===== src/rtl/pipe_stall_ctrl_pkg.sv =====
// Shared encodings for the pipeline stall/flush controller: stop polarity,
// stall_ctrl bit positions, per-stage stall masks and FSM states.
package pipe_stall_ctrl_pkg;

    localparam logic STOP    = 1'b1;
    localparam logic NO_STOP = 1'b0;

    localparam int SC_W      = 5;
    localparam int SC_PC     = 0;
    localparam int SC_IF_ID  = 1;
    localparam int SC_ID_EX  = 2;
    localparam int SC_EX_MEM = 3;
    localparam int SC_MEM_WB = 4;

    // A request at stage s freezes everything at and below s.
    localparam logic [SC_W-1:0] MASK_MEM  = 5'b11111;
    localparam logic [SC_W-1:0] MASK_EX   = 5'b01111;
    localparam logic [SC_W-1:0] MASK_ID   = 5'b00111;
    localparam logic [SC_W-1:0] MASK_IF   = 5'b00011;
    localparam logic [SC_W-1:0] MASK_NONE = 5'b00000;

    typedef enum logic {MC_IDLE, MC_BUSY}  mc_state_t;
    typedef enum logic {F_NORM, F_DISCARD} fetch_state_t;

endpackage


===== src/rtl/pipe_stall_ctrl_mc_seq.sv =====
// Multi-cycle (mul/div) sequencer: start/done handshake with a timeout,
// and the EX stall term that holds the op until its result is back.
module pipe_stall_ctrl_mc_seq
    import pipe_stall_ctrl_pkg::*;
#(
    parameter int MC_TIMEOUT = 64
) (
    input  logic clk,
    input  logic rst,
    input  logic ex_mc_op,
    input  logic mc_done,
    input  logic mem_wait,
    output logic mc_start,
    output logic mc_err,
    output logic ex_stall
);

    localparam int TW = $clog2(MC_TIMEOUT) + 1;
    localparam logic [TW-1:0] LAST = TW'(MC_TIMEOUT - 1);

    mc_state_t     state, state_nxt;
    logic [TW-1:0] cnt, cnt_nxt;

    always_ff @(posedge clk or negedge rst) begin
        if (!rst) begin
            state <= MC_IDLE;
            cnt   <= '0;
        end else begin
            state <= state_nxt;
            cnt   <= cnt_nxt;
        end
    end

    always_comb begin
        state_nxt = state;
        cnt_nxt   = cnt;
        mc_start  = 1'b0;
        mc_err    = 1'b0;
        // Stall releases in the done cycle so the result moves on immediately.
        ex_stall  = ex_mc_op && !(state == MC_BUSY && mc_done);
        case (state)
            MC_IDLE: begin
                if (ex_mc_op && !mem_wait) begin
                    mc_start  = 1'b1;
                    state_nxt = MC_BUSY;
                    cnt_nxt   = '0;
                end
            end
            MC_BUSY: begin
                if (mc_done) begin
                    state_nxt = MC_IDLE;
                end else if (cnt == LAST) begin
                    mc_err    = 1'b1;
                    state_nxt = MC_IDLE;
                end else begin
                    cnt_nxt = cnt + TW'(1);
                end
            end
            default: state_nxt = MC_IDLE;
        endcase
    end

endmodule


===== src/rtl/pipe_stall_ctrl.sv =====
// Central stall/flush controller for the 5-stage pipeline: stall priority,
// branch redirect/flush, in-flight fetch discard and a stall-cycle counter.
module pipe_stall_ctrl
    import pipe_stall_ctrl_pkg::*;
#(
    parameter int MC_TIMEOUT = 64,
    parameter int CNT_W      = 64
) (
    input  logic             clk,
    input  logic             rst,
    input  logic             if_wait,
    input  logic             if_req_out,
    input  logic             id_load_use,
    input  logic             ex_mc_op,
    input  logic             mc_done,
    input  logic             mem_wait,
    input  logic             ex_redirect,
    output logic [SC_W-1:0]  stall_ctrl,
    output logic             flush_ifid,
    output logic             flush_idex,
    output logic             pc_redirect,
    output logic             fetch_discard,
    output logic             mc_start,
    output logic             mc_err,
    output logic [CNT_W-1:0] stall_cnt
);

    logic            ex_stall, mc_start_raw, mc_err_raw;
    logic [SC_W-1:0] base_mask;
    logic            redirect_ok;
    fetch_state_t    f_state, f_nxt;

    pipe_stall_ctrl_mc_seq #(.MC_TIMEOUT(MC_TIMEOUT)) u_mc_seq (
        .clk      (clk),
        .rst      (rst),
        .ex_mc_op (ex_mc_op),
        .mc_done  (mc_done),
        .mem_wait (mem_wait),
        .mc_start (mc_start_raw),
        .mc_err   (mc_err_raw),
        .ex_stall (ex_stall)
    );

    always_comb begin
        base_mask = MASK_NONE;
        if (mem_wait)         base_mask = MASK_MEM;
        else if (ex_stall)    base_mask = MASK_EX;
        else if (id_load_use) base_mask = MASK_ID;
        else if (if_wait)     base_mask = MASK_IF;
    end

    // A frozen EX keeps holding its redirect, so it is simply acted on later.
    assign redirect_ok = ex_redirect && (base_mask[SC_EX_MEM] == NO_STOP);

    // Outputs are forced quiet while reset is asserted, independent of clk.
    assign stall_ctrl    = !rst ? MASK_NONE : (redirect_ok ? MASK_NONE : base_mask);
    assign pc_redirect   = rst && redirect_ok;
    assign flush_ifid    = rst && redirect_ok;
    assign flush_idex    = rst && redirect_ok;
    assign fetch_discard = rst && (f_state == F_DISCARD);
    assign mc_start      = rst && mc_start_raw;
    assign mc_err        = rst && mc_err_raw;

    always_comb begin
        f_nxt = f_state;
        case (f_state)
            F_NORM:    if (redirect_ok && if_req_out) f_nxt = F_DISCARD;
            F_DISCARD: if (!redirect_ok && !if_wait)  f_nxt = F_NORM;
            default:   f_nxt = F_NORM;
        endcase
    end

    always_ff @(posedge clk or negedge rst) begin
        if (!rst) begin
            f_state   <= F_NORM;
            stall_cnt <= '0;
        end else begin
            f_state <= f_nxt;
            if (|stall_ctrl) stall_cnt <= stall_cnt + CNT_W'(1);
        end
    end

endmodule


===== config.mk =====
export PLATFORM = sky130hd
export DESIGN_NAME = pipe_stall_ctrl
export DESIGN_NICKNAME = d
export VERILOG_FILES = /design/src/rtl/pipe_stall_ctrl_pkg.sv /design/src/rtl/pipe_stall_ctrl_mc_seq.sv /design/src/rtl/pipe_stall_ctrl.sv
export SDC_FILE = /design/constraint.sdc
export NUM_CORES = 1
export LEC_CHECK = 0
export BUFFER_PORTS_ARGS = -buffer_cell sky130_fd_sc_hd__clkbuf_2
export CAP_MARGIN = 20
export CORE_ASPECT_RATIO = 1.5
export CORE_MARGIN = 4
export CORE_UTILIZATION = 30
export DETAILED_ROUTE_END_ITERATION = 7
export GPL_ROUTABILITY_DRIVEN = 0
export HOLD_SLACK_MARGIN = 0.12
export SYNTH_ARGS = -nofsm -noshare
export SYNTH_HDL_FRONTEND = slang
export SYNTH_SLANG_ARGS = --single-unit

===== constraint.sdc =====
create_clock -name clk -period 2.63 [get_ports clk]
set_input_delay 0 -clock clk [delete_from_list [all_inputs] [get_ports clk]]
set_output_delay 0 -clock clk [all_outputs]
set_load 0.02 [all_outputs]

==> results of run 1 <==
area by class of cell:
cell class | instances | share of cell area (%)
clock inverters | 7 | 1.02
inverters | 9 | 0.748
clock buffers | 9 | 4.98
flip-flops and latches | 73 | 40.4
repair buffers | 97 | 11.9
multi-input cells | 251 | 36.7
well taps | 150 | 4.15
layer usage:
metal  GRT usage [%]  vias up  share of wire (%)
met2            23.8       85                 50
li1                -     1401                  -
met3            3.64       16                5.4
met1            16.9     1446                 42
met5               0        -                  0
met4            7.40        0                2.6
metrics by stage:
stage / util [%] / hold slack (ps) / power, W / instance area, µm²
floorplan: - / -296 / 0.00146 / 3570
global placement: 36.1 / -107 / 0.00159 / 4190
detailed placement: 36.1 / -104 / 0.00160 / 4190
CTS: 39.0 / 155 / 0.00275 / 4520
global route: 39.0 / 197 / 0.00283 / 4520
finish: 39.0 / 168 / 0.00270 / 4520
state kept, by name, summed over array words and instances, names as in the netlist:
register	flops
f_state	1
u_mc_seq.state	1
u_mc_seq.cnt	7
stall_cnt	64
kinds of logic (layout without fill, tap and decap cells):
logic type	count (synthesis)	count (layout)	synth area share, %
xor gates and xnor gates	63	63	15.5
DFF	73	73	51.2
buffers and inverters	17	122	2.35
and+or+nand+nor	170	170	26.7
AOI/OAI and AO/OA	13	13	2.77
muxes	3	3	0.911
adders and majority gates	2	2	0.701
power breakdown:
part / internal (W) / switching (W)
clock: 0.000636 / 0.000483
sequential: 0.00119 / 0.0000860
combinational: 0.000120 / 0.000185
total: 0.00194 / 0.000754
worst max-delay path: cells and delay by family, from the launching register on:
kind                      cells  cell delay [ps]
DFF                           1              450
and+or+nand+nor               3             1140
AOI/OAI and AO/OA             2              440
xor gates and xnor gates      1              170
repair_timing:
item | CTS | global route
hold buffers | 6 | 0
hold endpoints to repair | 15 | 0
resized for setup | 0 | 0
Yosys cell counts, types with 3 or more instances:
cell      number
nor4_1         5
nor3_1        22
clkbuf_1       3
nand4_1       19
inv_1          9
nand3_1       27
nor2_1        24
buf_4          3
and3_1        13
nor2b_1        3
or3_1          3
nand2_1       32
xnor2_1       32
and2_1         3
and4_1         4
dfrtp_1       73
xor2_1        31
how the worst min path moves through the flow:
stage / depth (start not counted) / endpoint
after floorplan: 0 / f_state
after global placement: 1 / stall_cnt[1]
after detailed placement: 1 / stall_cnt[1]
after CTS: 4 / u_mc_seq.cnt[6]
after global routing: 4 / u_mc_seq.cnt[6]
final: 4 / u_mc_seq.cnt[6]
==> flow_summary.yaml, run 1 <==
yosys:
  ys_top_cells_by_area: "dfrtp_1 (51%), xnor2_1 (7.8%), xor2_1 (7.6%)"
  synth_seq_cells: 73
  yosysSeqAreaShare_pct: 51.2
  synthDistinctLibCells: 46
  synth-edff-count: 0
  ys_async_sr_fraction_pct: 100
  synth_top_cell_by_area: "dfrtp_1"
  synth_top_area_share_pct: 51.2
  yosysWarnings: 0
  netlist_area_mm2: 0.00357
  avgSynthCellArea_um2: 10.5
  synthCells: 341
  yosys_most_used_dff: "dfrtp_1"
  postSynthNetCount: 352
timing:
  worst_pin_slew_ps: 827
  finalSetupViolCount: 0
  fin_ws_ps: 359
  finClkSkew_ps: 9.96
  tns_ps: 0
  grt_setup_unrepaired: "false"
  max_freq_mhz: 440
  slew_headroom_pct: 44.9
  fin_crit_sh_pct: 86.4
  min_period_ps: 2270
  hold_viol_final: 0
  maxSlewViolCount: 0
worst_setup_path:
  critical_path_class: "reg -> reg"
  reg2reg_slack_ps: 360
  path_cells: "a21boi_1, o31ai_1, nor3_4, or4b_1, nor4_4, xor2_1"
  startpoint: "u_mc_seq.state"
  reg2reg_from: "u_mc_seq.state"
  startpoint_type: "flip-flop"
  critPathRequiredTime_ps: 2890
  crit_path_end_kind: "flip-flop"
  cp_max_fo: 8
  timing.rr.end: "stall_cnt[54]"
  critPathCapture: "stall_cnt[54]"
  crit_arrival_ps: 2530
  crit_slowest_cell: "or4b_1"
  reg2reg_depth: 6
  max_stage_delay_ps: 650
cells_and_area:
  drive_gt1_share_pct: 26.7
  multi_input_area_mm2: 0.00166
  final_common_cell: "clkbuf_2"
  diodes: 0
  nets: 452
  fill_cells: 1175
  area_growth_pct: 26.5
  final_cells: 596
  final_cell_mix: "clkbuf_2 (82), dfrtp_1 (73), xnor2_1 (32), nand2_1 (32), xor2_1 (31)"
  regArea_mm2: 0.00183
worst_hold_path:
  hold_path.startpoint: "ex_mc_op"
  hold_path_class: "in -> reg"
run:
  cap_violations: 0
place:
  place_ws_ps: 352
  portBuffers: 83
  dpl.hpwl_um: 7070
  dp.cells: 574
global_routing:
  grt_max_degree: 68
  grt_pass1_vias: 3030
  antenna_found_initial: 0
  grt_first_pass_wirelength_um: 15600
  grt_overflow: 0
  track_usage_pct: 14.3
detailed_routing:
  ant_nets: 0
  viasPerCell: 4.95
  drt_iter0_drc: 98
  wl_per_cell_um: 15.8
  postRouteWirelength_um: 9400
  num_vias: 2948
  drc_errors: 0
  dr.pass1.iters: 4
clock_network:
  clk_latency_ps: 340
  cts_tree: "yes"
  post_cts_buffers: 0
  clock_sinks: 73
  htree_levels: 3
  path_clk_slew_ps: 60
  numCtsBuffers: 9
  root_buffer: "clkbuf_16"
  clk_path_buf_depth: 2
power_and_ir_drop:
  ir_worst_vdd_v: 0.000318
  p_per_area_mw_per_mm2: 597
  p_leak_nw: 2.27
die:
  core.rowCount: 48
  core-area_mm2: 0.0116
  num_io_pins: 84
  start_util_pct: 30.8
  die_y_um: 142
  dieWidth_um: 97.1
  die_area_mm2: 0.0137
status:
  outcome: "completed"
(Power assumes the default switching activity.)
==> run 2, diff against run 1 <==
Settings changed: CTS_CLUSTER_SIZE from default to 30, GPL_TIMING_DRIVEN from default to 1, SYNTH_HIERARCHICAL from default to 1.
==> run 2 against run 1 <==
Net effect: worst hold slack lost 32 ps; routed wire length grew 7.7%; register-to-register slack gained 110 ps; sequential power grew 3%; sequential share of layout area shrank 2.4 points; first-iteration DRC count grew 76%; count of clock-buffer cells in the layout grew 4; synthesized cell count grew 8.5%; clock power shrank 4%; setup slack gained 110 ps; critical path depth shrank 1; clock skew shrank 4.9 ps.
==> flow_summary.yaml, run 2 <==
status:
  outcome: "completed"
timing:
  finalSetupViolCount: 0
  max_freq_mhz: 463
  hold_viol_final: 0
  worst_pin_slew_ps: 867
  finClkSkew_ps: 5.04
  fin_crit_sh_pct: 82.0
  min_period_ps: 2160
  grt_setup_unrepaired: "false"
  tns_ps: 0
  slew_headroom_pct: 42.2
  fin_ws_ps: 472
  maxSlewViolCount: 0
worst_setup_path:
  max_stage_delay_ps: 450
  startpoint_type: "flip-flop"
  path_buf_inv: 0
  path_cells: "nand3_2, nor4_1, nand4_2, nor4_1, xor2_1"
  critPathRequiredTime_ps: 2880
  path_common_cell: "nor4_1"
  crit_arrival_ps: 2410
  critical-path-top-delay-family: "simple AND/OR/NAND/NOR gates"
  cp_max_fo: 12
  crit_path_end_kind: "flip-flop"
  critical_path_class: "reg -> reg"
  crit_slowest_cell: "nor4_1"
die:
  die_y_um: 148
  core-area_mm2: 0.0126
  start_util_pct: 31.0
  die_area_mm2: 0.0150
  core.rowCount: 50
  num_io_pins: 84
  dieWidth_um: 101
clock_network:
  clock_sinks: 73
  path_clk_slew_ps: 60
  cts.repair.resized: 0
  clk_latency_ps: 330
  numCtsBuffers: 9
  root_buffer: "clkbuf_16"
  htree_levels: 3
  clk_path_buf_depth: 2
  cts_tree: "yes"
yosys:
  ys_top_cells_by_area: "dfrtp_1 (47%), xor2_1 (9.0%), xnor2_1 (5.6%)"
  synth_common_cells: "dfrtp_1 (73), xor2_1 (40), nand2_1 (35)"
  synthCells: 370
  synth_seq_cells: 73
  synth_top_cell_by_area: "dfrtp_1"
  synth_top_area_share_pct: 46.7
  yosysSeqAreaShare_pct: 46.7
  netlist_area_mm2: 0.00391
  yosysWarnings: 6
  postSynthNetCount: 381
  yosys_most_used_dff: "dfrtp_1"
  synth.most_common_cell: "dfrtp_1"
  synthDistinctLibCells: 51
  avgSynthCellArea_um2: 10.6
  ys_async_sr_fraction_pct: 100
  synth-edff-count: 0
detailed_routing:
  dr.pass1.iters: 4
  postRouteWirelength_um: 10100
  viasPerCell: 4.97
  drc_errors: 0
  drt_iter0_drc: 172
  num_vias: 3112
  wl_per_cell_um: 16.2
  ant_nets: 0
global_routing:
  grt_pass1_vias: 3189
  track_usage_pct: 14.4
  grt_overflow: 0
  grt_first_pass_wirelength_um: 16900
  antenna_found_initial: 0
  grt_max_degree: 69
cells_and_area:
  area_growth_pct: 22.9
  drive_gt1_share_pct: 30.9
  diodes: 0
  regArea_mm2: 0.00183
  top_register: "stall_cnt"
  largest_reg_flops: 64
  final_common_cell: "clkbuf_2"
  multi_input_area_mm2: 0.00196
  reg.largest.list: "stall_cnt (64), u_mc_seq/cnt (7)"
  nets: 478
  fill_cells: 1276
  final_cell_mix: "clkbuf_2 (82), dfrtp_1 (73), xor2_1 (40)"
power_and_ir_drop:
  p_per_area_mw_per_mm2: 583
  p_leak_nw: 2.34
  ir_worst_vdd_v: 0.000289
place:
  place_ws_ps: 489
  dpl.hpwl_um: 7540
  portBuffers: 83
worst_hold_path:
  hold_path_class: "in -> async"
run:
  cap_violations: 0
run 2: changes by cell type after synthesis, moves of 6 or more:
cell	previous run	this run
inv_1	9	15
nor3_2	2	15
xnor2_1	32	25
xor2_1	31	40
run 2: area by class of cell:
cell class | instances | share of cell area, %
multi-input combinational | 272 | 40.7
timing repair buffer | 96 | 11.0
clock inverter | 1 | 0.104
tap | 156 | 4.06
inverter | 15 | 1.17
sequential | 73 | 38.0
clock buffer | 13 | 5.00
run 2: kinds of logic (layout without fill, tap and decap cells):
kind of cell,Yosys count,count (layout),share of synthesized area (%)
fa+ha+maj,2,2,0.640
simple gates,183,183,30.1
xor+xnor,65,65,14.6
compound gates,19,19,3.94
buf+inv,25,125,3.26
flops,73,73,46.7
mux,3,3,0.800
run 2: final timing paths:
path / from / endpoint / slack [ps] / cells past startpoint
setup / recovery: stall_cnt[18] / stall_cnt[44] / 470 / 5
hold / removal: rst / f_state / 140 / 2
setup reg to reg: stall_cnt[18] / stall_cnt[44] / 470 / 5
hold reg to reg: stall_cnt[63] / stall_cnt[63] / 470 / 1
max in group asynchronous: rst / stall_cnt[46] / 1400 / 3
min in group clk: mem_wait / u_mc_seq/cnt[4] / 180 / 5
run 2: through the flow:
stage	hold WS, ps	utilization (%)	instances	cell area [µm²]	power [W]
after floorplan	-296	-	370	3910	0.00159
after global placement	-151	35.7	607	4510	0.00174
after detailed placement	-145	35.7	607	4510	0.00175
after CTS	155	38.0	626	4810	0.00284
after global routing	144	38.0	626	4810	0.00294
final	136	38.0	626	4810	0.00280
run 2: routing by layer:
| metal | GRT usage [%] | wire length, µm |
|---|---|---|
| met2 | 24.5 | 5290 |
| met4 | 5.72 | 206 |
| met3 | 3.16 | 431 |
| met1 | 17.5 | 4200 |
| met5 | 0 | 0 |
run 2: power breakdown:
part	switching, W	internal, W
clock	0.000445	0.000628
combinational	0.000263	0.000160
sequential	0.0000983	0.00121
total	0.000806	0.00200
run 2: repair_timing:
item | CTS | global route
hold buffers | 5 | 0
buffers inserted | 0 | 0
endpoints found under the hold margin | 78 | 0
run 2: worst reg2reg max path, stage by stage (launching register included):
cell	delay, ps
dfrtp_1	440
nand3_2	180
nor4_1	410
nand4_2	440
nor4_1	450
xor2_1	170
